File: config.mk
export PLATFORM = sky130hd
export DESIGN_NAME = videofifo_fetch
export DESIGN_NICKNAME = d
export VERILOG_FILES = /design/src/rtl/videofifo_fetch.sv
export SDC_FILE = /design/constraint.sdc
export NUM_CORES = 1
export LEC_CHECK = 0
export BUFFER_PORTS_ARGS = -buffer_cell sky130_fd_sc_hd__buf_2
export CORE_MARGIN = 3
export CORE_UTILIZATION = 45
export CTS_CLUSTER_SIZE = 30
export DETAILED_ROUTE_END_ITERATION = 10
export PLACE_DENSITY = 0.62
export SLEW_MARGIN = 20
export SYNTH_ARGS = -nofsm -noshare
export SYNTH_HDL_FRONTEND = slang
export SYNTH_SLANG_ARGS = --single-unit
File: constraint.sdc
create_clock -name clk -period 4.8 [get_ports clk]
set_input_delay 1.2 -clock clk [delete_from_list [all_inputs] [get_ports clk]]
set_output_delay 1.2 -clock clk [all_outputs]
set_load 0.01 [all_outputs]
File: src/rtl/videofifo_fetch.sv
// Frame fetcher and 16-word show-ahead prefetch FIFO feeding the video output.
// Restarts the frame from base_addr on every synchronized vsync falling edge.
module videofifo_fetch #(
  parameter int addr_bits   = 30,
  parameter int fifo_log2   = 4,
  parameter int frame_words = 38400
) (
  input  logic                 clk,
  input  logic                 resetn,
  input  logic [addr_bits-1:0] base_addr,
  input  logic                 vga_vsync,
  input  logic                 rd,
  output logic                 mem_req,
  output logic [addr_bits-1:0] mem_addr,
  input  logic                 mem_ack,
  input  logic [31:0]          mem_data,
  output logic [7:0]           red_byte,
  output logic [7:0]           green_byte,
  output logic [7:0]           blue_byte,
  output logic [7:0]           bright_byte,
  output logic [fifo_log2:0]   level,
  output logic                 underflow
);

  localparam int DEPTH = 2 ** fifo_log2;

  localparam logic [fifo_log2:0] FULL =
    {1'b1, {fifo_log2{1'b0}}};
  localparam logic [fifo_log2:0] L1 =
    {{fifo_log2{1'b0}}, 1'b1};
  localparam logic [fifo_log2-1:0] P1 =
    {{(fifo_log2-1){1'b0}}, 1'b1};
  localparam logic [addr_bits-1:0] A1 =
    {{(addr_bits-1){1'b0}}, 1'b1};
  localparam logic [15:0] FW = 16'(frame_words);

  typedef enum logic [1:0] {
    S_WAIT,
    S_FILL,
    S_REQ,
    S_ABORT
  } state_t;

  state_t               state;
  logic [2:0]           vs_q;
  logic [addr_bits-1:0] addr;
  logic [15:0]          wcnt;
  logic [fifo_log2-1:0] wptr;
  logic [fifo_log2-1:0] rptr;
  logic [fifo_log2-1:0] rptr_nx;
  logic [31:0]          head;
  logic [31:0]          mem [DEPTH];

  logic restart;
  logic push;
  logic pop;

  // vs_q[1] is the synchronized vsync, vs_q[2] its previous value
  assign restart = vs_q[2] & ~vs_q[1];

  assign push    = (state == S_REQ) && mem_ack && !restart;
  assign pop     = rd && (level != '0) && !restart;
  assign rptr_nx = rptr + P1;

  assign red_byte    = head[7:0];
  assign green_byte  = head[15:8];
  assign blue_byte   = head[23:16];
  assign bright_byte = head[31:24];

  always_ff @(posedge clk) begin
    if (!resetn) begin
      vs_q <= 3'b111;
    end else begin
      vs_q <= {vs_q[1:0], vga_vsync};
    end
  end

  always_ff @(posedge clk) begin
    if (push) begin
      mem[wptr] <= mem_data;
    end
  end

  always_ff @(posedge clk) begin
    if (!resetn) begin
      state     <= S_WAIT;
      mem_req   <= 1'b0;
      mem_addr  <= '0;
      addr      <= '0;
      wcnt      <= '0;
      wptr      <= '0;
      rptr      <= '0;
      level     <= '0;
      head      <= '0;
      underflow <= 1'b0;
    end else if (restart) begin
      wptr      <= '0;
      rptr      <= '0;
      level     <= '0;
      addr      <= base_addr;
      wcnt      <= '0;
      underflow <= 1'b0;
      // an in-flight request must still be acked before reissuing
      if ((state == S_REQ || state == S_ABORT) && !mem_ack) begin
        state <= S_ABORT;
      end else begin
        state   <= S_FILL;
        mem_req <= 1'b0;
      end
    end else begin
      unique case (state)
        S_WAIT: begin
          mem_req <= 1'b0;
        end
        S_FILL: begin
          if (wcnt == FW) begin
            state <= S_WAIT;
          end else if (level != FULL) begin
            mem_req  <= 1'b1;
            mem_addr <= addr;
            state    <= S_REQ;
          end
        end
        S_REQ: begin
          if (mem_ack) begin
            addr    <= addr + A1;
            mem_req <= 1'b0;
            state   <= S_FILL;
            if (wcnt != FW) begin
              wcnt <= wcnt + 16'd1;
            end
          end
        end
        S_ABORT: begin
          if (mem_ack) begin
            mem_req <= 1'b0;
            state   <= S_FILL;
          end
        end
        default: begin
          state <= S_WAIT;
        end
      endcase

      if (rd && level == '0) begin
        underflow <= 1'b1;
      end

      if (push) begin
        wptr <= wptr + P1;
      end
      if (pop) begin
        rptr <= rptr_nx;
      end

      case ({push, pop})
        2'b10:   level <= level + L1;
        2'b01:   level <= level - L1;
        default: level <= level;
      endcase

      // head register always mirrors the entry at rptr
      if (pop) begin
        if (level > L1) begin
          head <= mem[rptr_nx];
        end else if (push) begin
          head <= mem_data;
        end
      end else if (push && level == '0) begin
        head <= mem_data;
      end
    end
  end

endmodule

# --- Word level (Yosys, flattened, before mapping) ---
# Memory sizes are Yosys's and may differ from the RTL's.
# Index checks and enable logic that the tools add are counted.
op_classes:
  n_addsub: 6
  magnitude_cmp: 1
  eq_ne: 14
  n_mux: 22
  bitwise: 5
  n_reduce_logical: 26
op_table:
  columns: ["cell", "n"]
  rows:
  - ["$mux W32", 4]
  - ["$mux W30", 3]
  - ["$add A30 B1 Y30 const B", 1]
  - ["$add A16 B1 Y16 const B", 1]
  - ["$eq A16 B16 Y1 const B", 1]
  - ["$ne A16 B16 Y1 const B", 1]
  - ["$mux W2", 5]
  - ["$pmux W5 S2", 1]
  - ["$reduce_and A3 Y1", 3]
  - ["$add A4 B1 Y4 const B", 2]
  - ["$reduce_and A4 Y1", 2]
  - ["$reduce_bool A2 Y1", 4]
  - ["$logic_and A1 B1 Y1", 7]
  - ["$mux W1", 7]
  - ["$eq A2 B2 Y1 const B", 3]
  - ["$ne A3 B3 Y1 const B", 2]
  - ["$add A5 B1 Y5 const B", 1]
  - ["$gt A5 B1 Y1 const B", 1]
  - ["$logic_not A5 Y1", 1]
  - ["$ne A5 B5 Y1 const B", 1]
  - ["$reduce_bool A5 Y1", 1]
  - ["$sub A5 B1 Y5 const B", 1]
  - ["$eq A2 B1 Y1 const B", 2]
  - ["$ne A4 B4 Y1 const B", 1]
  - ["other kinds (13)", 18]
word_totals:
  reg_bits: 128
  ram_bits: 512
  inputBits: 67
  output_inout_bits: 69
  elab_cells: 86
  mem_count: 1
mem_list:
  columns: ["name", "depth", "word_bits", "read_ports", "rd_ports_with_merged_regs", "write_ports", "line", "text"]
  rows:
  - ["mem", 16, 32, 1, 0, 1, "52", "logic [31:0] mem [DEPTH];"]

# --- Depth between registers and ports, before layout ---
depth:
  depth_word: 7
  ltp_mapped: 11
  mapped_depth_nobuf: 10

# --- Least setup slack after synthesis ---
# OpenSTA, ideal clock, no wires.
synth_timing:
  path_kind: "input port to flip-flop"
  startpoint: "input mem_ack"
  endpoint: "memory mem[3][0], enable pin"
  setup_time_ns: 0.461
  t_arrival_ns: 4.059
  required_ns: 4.339
  setup_slack_ns: 0.280
  stages: 4
  path_buffers: 0
  cell_sequence: "nand3b_1 > nor2_1 > nand2_1 > nor3_1"
synth_via:
  elab_chain_len: 4
synth_rtl:
  columns: ["element", "line", "text"]
  rows:
  - ["start: declaration", "15", "input logic mem_ack,"]
  - ["$logic_and A1 B1 Y1 (2 in series)", "61", "assign push = (state == S_REQ) && mem_ack && !restart;"]
  - ["$mux W1", "79", "if (push) begin"]
  - ["$mux W1 (not written as such)", "80", "mem[wptr] <= mem_data;"]
  - ["end: declaration", "52", null]
# Every way passes these cells.

# --- Worst setup path in the final report ---
layout_timing:
  startpoint: "input mem_ack"
  endpoint: "register head[15]"
layout_via:
  elab_chain_len: 5
  elab_cells_between_ends: 6
  classes_between: "eq/ne: 1; reduce/logical: 5"
layout_rtl:
  columns: ["element", "line", "text"]
  rows:
  - ["$logic_and A1 B1 Y1 (*) (2 in series)", "61", null]
  - ["$logic_and A1 B1 Y1", "169", "end else if (push && level == '0) begin"]
  - ["$reduce_bool A2 Y1 (no line)", null, null]
  - ["$reduce_and A3 Y1 (no line) (*)", null, null]
  - ["end signal: assignment", "165", "head <= mem[rptr_nx];"]
  - ["end signal: assignment", "167", "head <= mem_data;"]
  - ["end signal: assignment", "170", "head <= mem_data;"]
  - ["end: declaration", "51", "logic [31:0] head;"]
# Every way passes the cells marked *; elsewhere a longest branch is shown, timed or not.
# A chain may end at the register's enable or synchronous reset.

==> flow_metrics.tcl <==
set metrics [dict create \
    power_frac_seq_pct 52.0 \
    cts_sinks 640 \
    post_synth.cell_area_avg_um2 17.4 \
    fmax_ghz 0.313 \
    ios 136 \
    drc 0 \
    path_cells "buf_2, nand3b_1, buf_4, nor2_1, inv_1, ha_1, a221oi_4, buf_4, o21ai_0, a31oi_1" \
    powerDensity_mw_per_mm2 403 \
    syn2layout_area_growth_pct 14.9 \
    outcome "finished clean" \
    postRouteAntennaNets 0 \
    yosysWarnings 0 \
    fin_area_mm2 0.0290 \
    antenna_found_initial 1 \
    cp_slowest_cell "buf_4" \
    hold_viol 0 \
    slew_viol_final 0 \
    cp_num_buf_inv 4 \
    setup_tns_ns 0 \
    synthTopCellsByArea "edfxtp_1 61%, mux4_2 11%, dfxtp_1 10%" \
    vias 13600 \
    clockBufferDepth 3 \
    cts.clk_slew.worst_paths_ns 0.06 \
    post-route-min-period_ns 3.19 \
    cts_resized 0 \
    die_h_um 243 \
    routed_wl_mm 57.2 \
    die_x_um 243 \
    die_area_mm2 0.0589 \
    crit_type "primary input to register" \
    htreeDepth 3 \
    nets 1683 \
    final_common_cell "edfxtp_1" \
    cts_made_buffers 68 \
    portBuffers 135 \
    p_sw_mw 2.52 \
    crit_fanout 64 \
    irDropWorstVdd_mv 0.325 \
    ys_seq_area_share_pct 71.1 \
    p_sw_share_pct 21.6 \
    grt_max_degree 65 \
    final_cell_mix "512 x edfxtp_1, 135 x buf_2, 128 x mux4_2" \
    comb_power_share_pct 5.5 \
    synth.largest_area_cell "edfxtp_1" \
    grt-ovfl-total 0 \
    drive_gt1_share_pct 25.8 \
    p_int_mw 9.16 \
    dp_hpwl_mm 34.1 \
    yosys.area.top_type_share_pct 61.0 \
    wire_per_inst_um 23.8 \
    cap_violations 0 \
    yosys_register_bits 640 \
    groute.usage.overall_pct 19.5 \
    cp_top_family "buffers and inverters" \
    cts_setup_buffers 0 \
    start_util_pct 45.6 \
    tightest_slew_ns 1.06 \
    period_share_pct 66.5 \
    rsz0062_at_grt "false" \
    cp_common_cell "buf_4" \
    dpl-instance-area_mm2 0.0269 \
    core-area_mm2 0.0553 \
    synthesis.nets 1533 \
    synthDistinctLibCells 51 \
    fin_util_pct 52.4 \
    synth_cells 1453 \
    end_kind "register" \
    cp.arrival_ns 3.71 \
    leakagePower_nw 9.43 \
    start_kind "primary input" \
    clock_skew_ns 0.0262 \
    setup_viol 0 \
    slew_headroom_pct 29.2 \
    dr.pass1.iters 5 \
    syn_area_mm2 0.0252 \
    hold_buffers 0 \
    clock_latency_ns 0.60 \
    cts_tree "built" \
    num_rows 86 \
    drt-vias-per-instance 5.64 \
    hold_path.class "register to register" \
    worstPathRequired_ns 5.32 \
    p_clk_share_pct 42.5 \
    gp_congestion 0.812 \
    grt_first_pass_wirelength_mm 86.7 \
    drt_iter0_markers 1132 \
    max_stage_delay_ns 0.61 \
    root_buffer "clkbuf_16" \
    grt_pass1_vias 13900 \
]
-- per-stage QoR --
stage               cells  hold slack, ns  setup slack (ns)  total power [mW]
global placement     2281           0.402              1.10              6.83
floorplan            1453           0.386             0.280              6.58
detailed placement   2281           0.401              1.04              6.84
CTS                  2402           0.426              1.69              11.8
global route         2402           0.443              1.34              12.1
finish               2403           0.426              1.61              11.7
-- registers in the layout, summed over array words and instances, names as in the netlist, 2 cells and up --
name	count
mem	512
head	32
addr	30
mem_addr	30
wcnt	16
level	5
rptr	4
wptr	4
vs_q	3
state	2
-- worst reg2reg max path, cell delays in order, from the launching register on --
cell      delay, ns
dfxtp_1        0.37
inv_1          0.15
ha_1           0.22
nor4b_4        0.44
nor3b_2        0.15
ha_1           0.35
a221oi_4       0.28
buf_4          0.61
o21ai_0        0.21
a31oi_1        0.18
-- cell usage after synthesis (all sizes together) --
library cell	count
edfxtp	512
dfxtp	128
mux4	128
mux2i	96
nor2	85
nand2	65
o21ai	63
clkbuf	53
a31oi	36
buf	34
o22a	32
a21oi	31
xnor2	31
nand3	19
inv	14
ha	13
nor3	11
xor2	11
nand4	10
nor4	10
or3	10
a211oi	8
nand2b	8
and4	6
a311oi	5
nor4b	5
and3	4
nor2b	4
nor3b	4
a41o	3
nor4bb	3
or4	3
o21a	2
a221oi	1
a41oi	1
and2	1
and3b	1
nand3b	1
nand4b	1
-- power groups by stage --
| stage | clock network (mW) | registers [mW] | logic, mW |
|---|---|---|---|
| finish | 4.96 | 6.08 | 0.639 |
| floorplan | 0 | 6.19 | 0.388 |
| detailed placement | 0 | 6.19 | 0.649 |
| global placement | 0 | 6.19 | 0.641 |
| CTS | 5.07 | 6.08 | 0.651 |
| global route | 5.29 | 6.08 | 0.699 |
-- routing by layer --
metal / GRT usage, % / part of all wire (%)
met1: 26.7 / 43
met2: 31.4 / 48
met3: 4.58 / 6.3
met4: 5.47 / 2.2
met5: 0 / 0
-- area by class of cell --
class | instances | area [µm²]
Fill cell | 4444 | 26300
Sequential cell | 640 | 17900
Multi-Input combinational cell | 712 | 6980
Clock buffer | 92 | 1880
Timing Repair Buffer | 167 | 953
Tap cell | 748 | 936
Clock inverter | 29 | 236
Inverter | 14 | 52.6
Antenna cell | 1 | 2.50
-- final timing paths --
check,to,depth (start not counted),start,slack [ns]
min,vs_q[1],1,vs_q[0],0.43
max,head[15],10,mem_ack,1.61
max reg2reg,head[15],9,level[1],1.78
min reg2reg,vs_q[1],1,vs_q[0],0.43
-- cell families after synthesis --
| family | after synthesis | share of synthesized area (%) |
|---|---|---|
| fa+ha+maj | 13 | 0.645 |
| mux | 224 | 15.2 |
| buf+inv | 101 | 1.81 |
| simple gates | 251 | 5.08 |
| flops | 640 | 71.1 |
| xor+xnor | 42 | 1.49 |
| compound gates | 182 | 4.60 |
(Power assumes the default switching activity.)
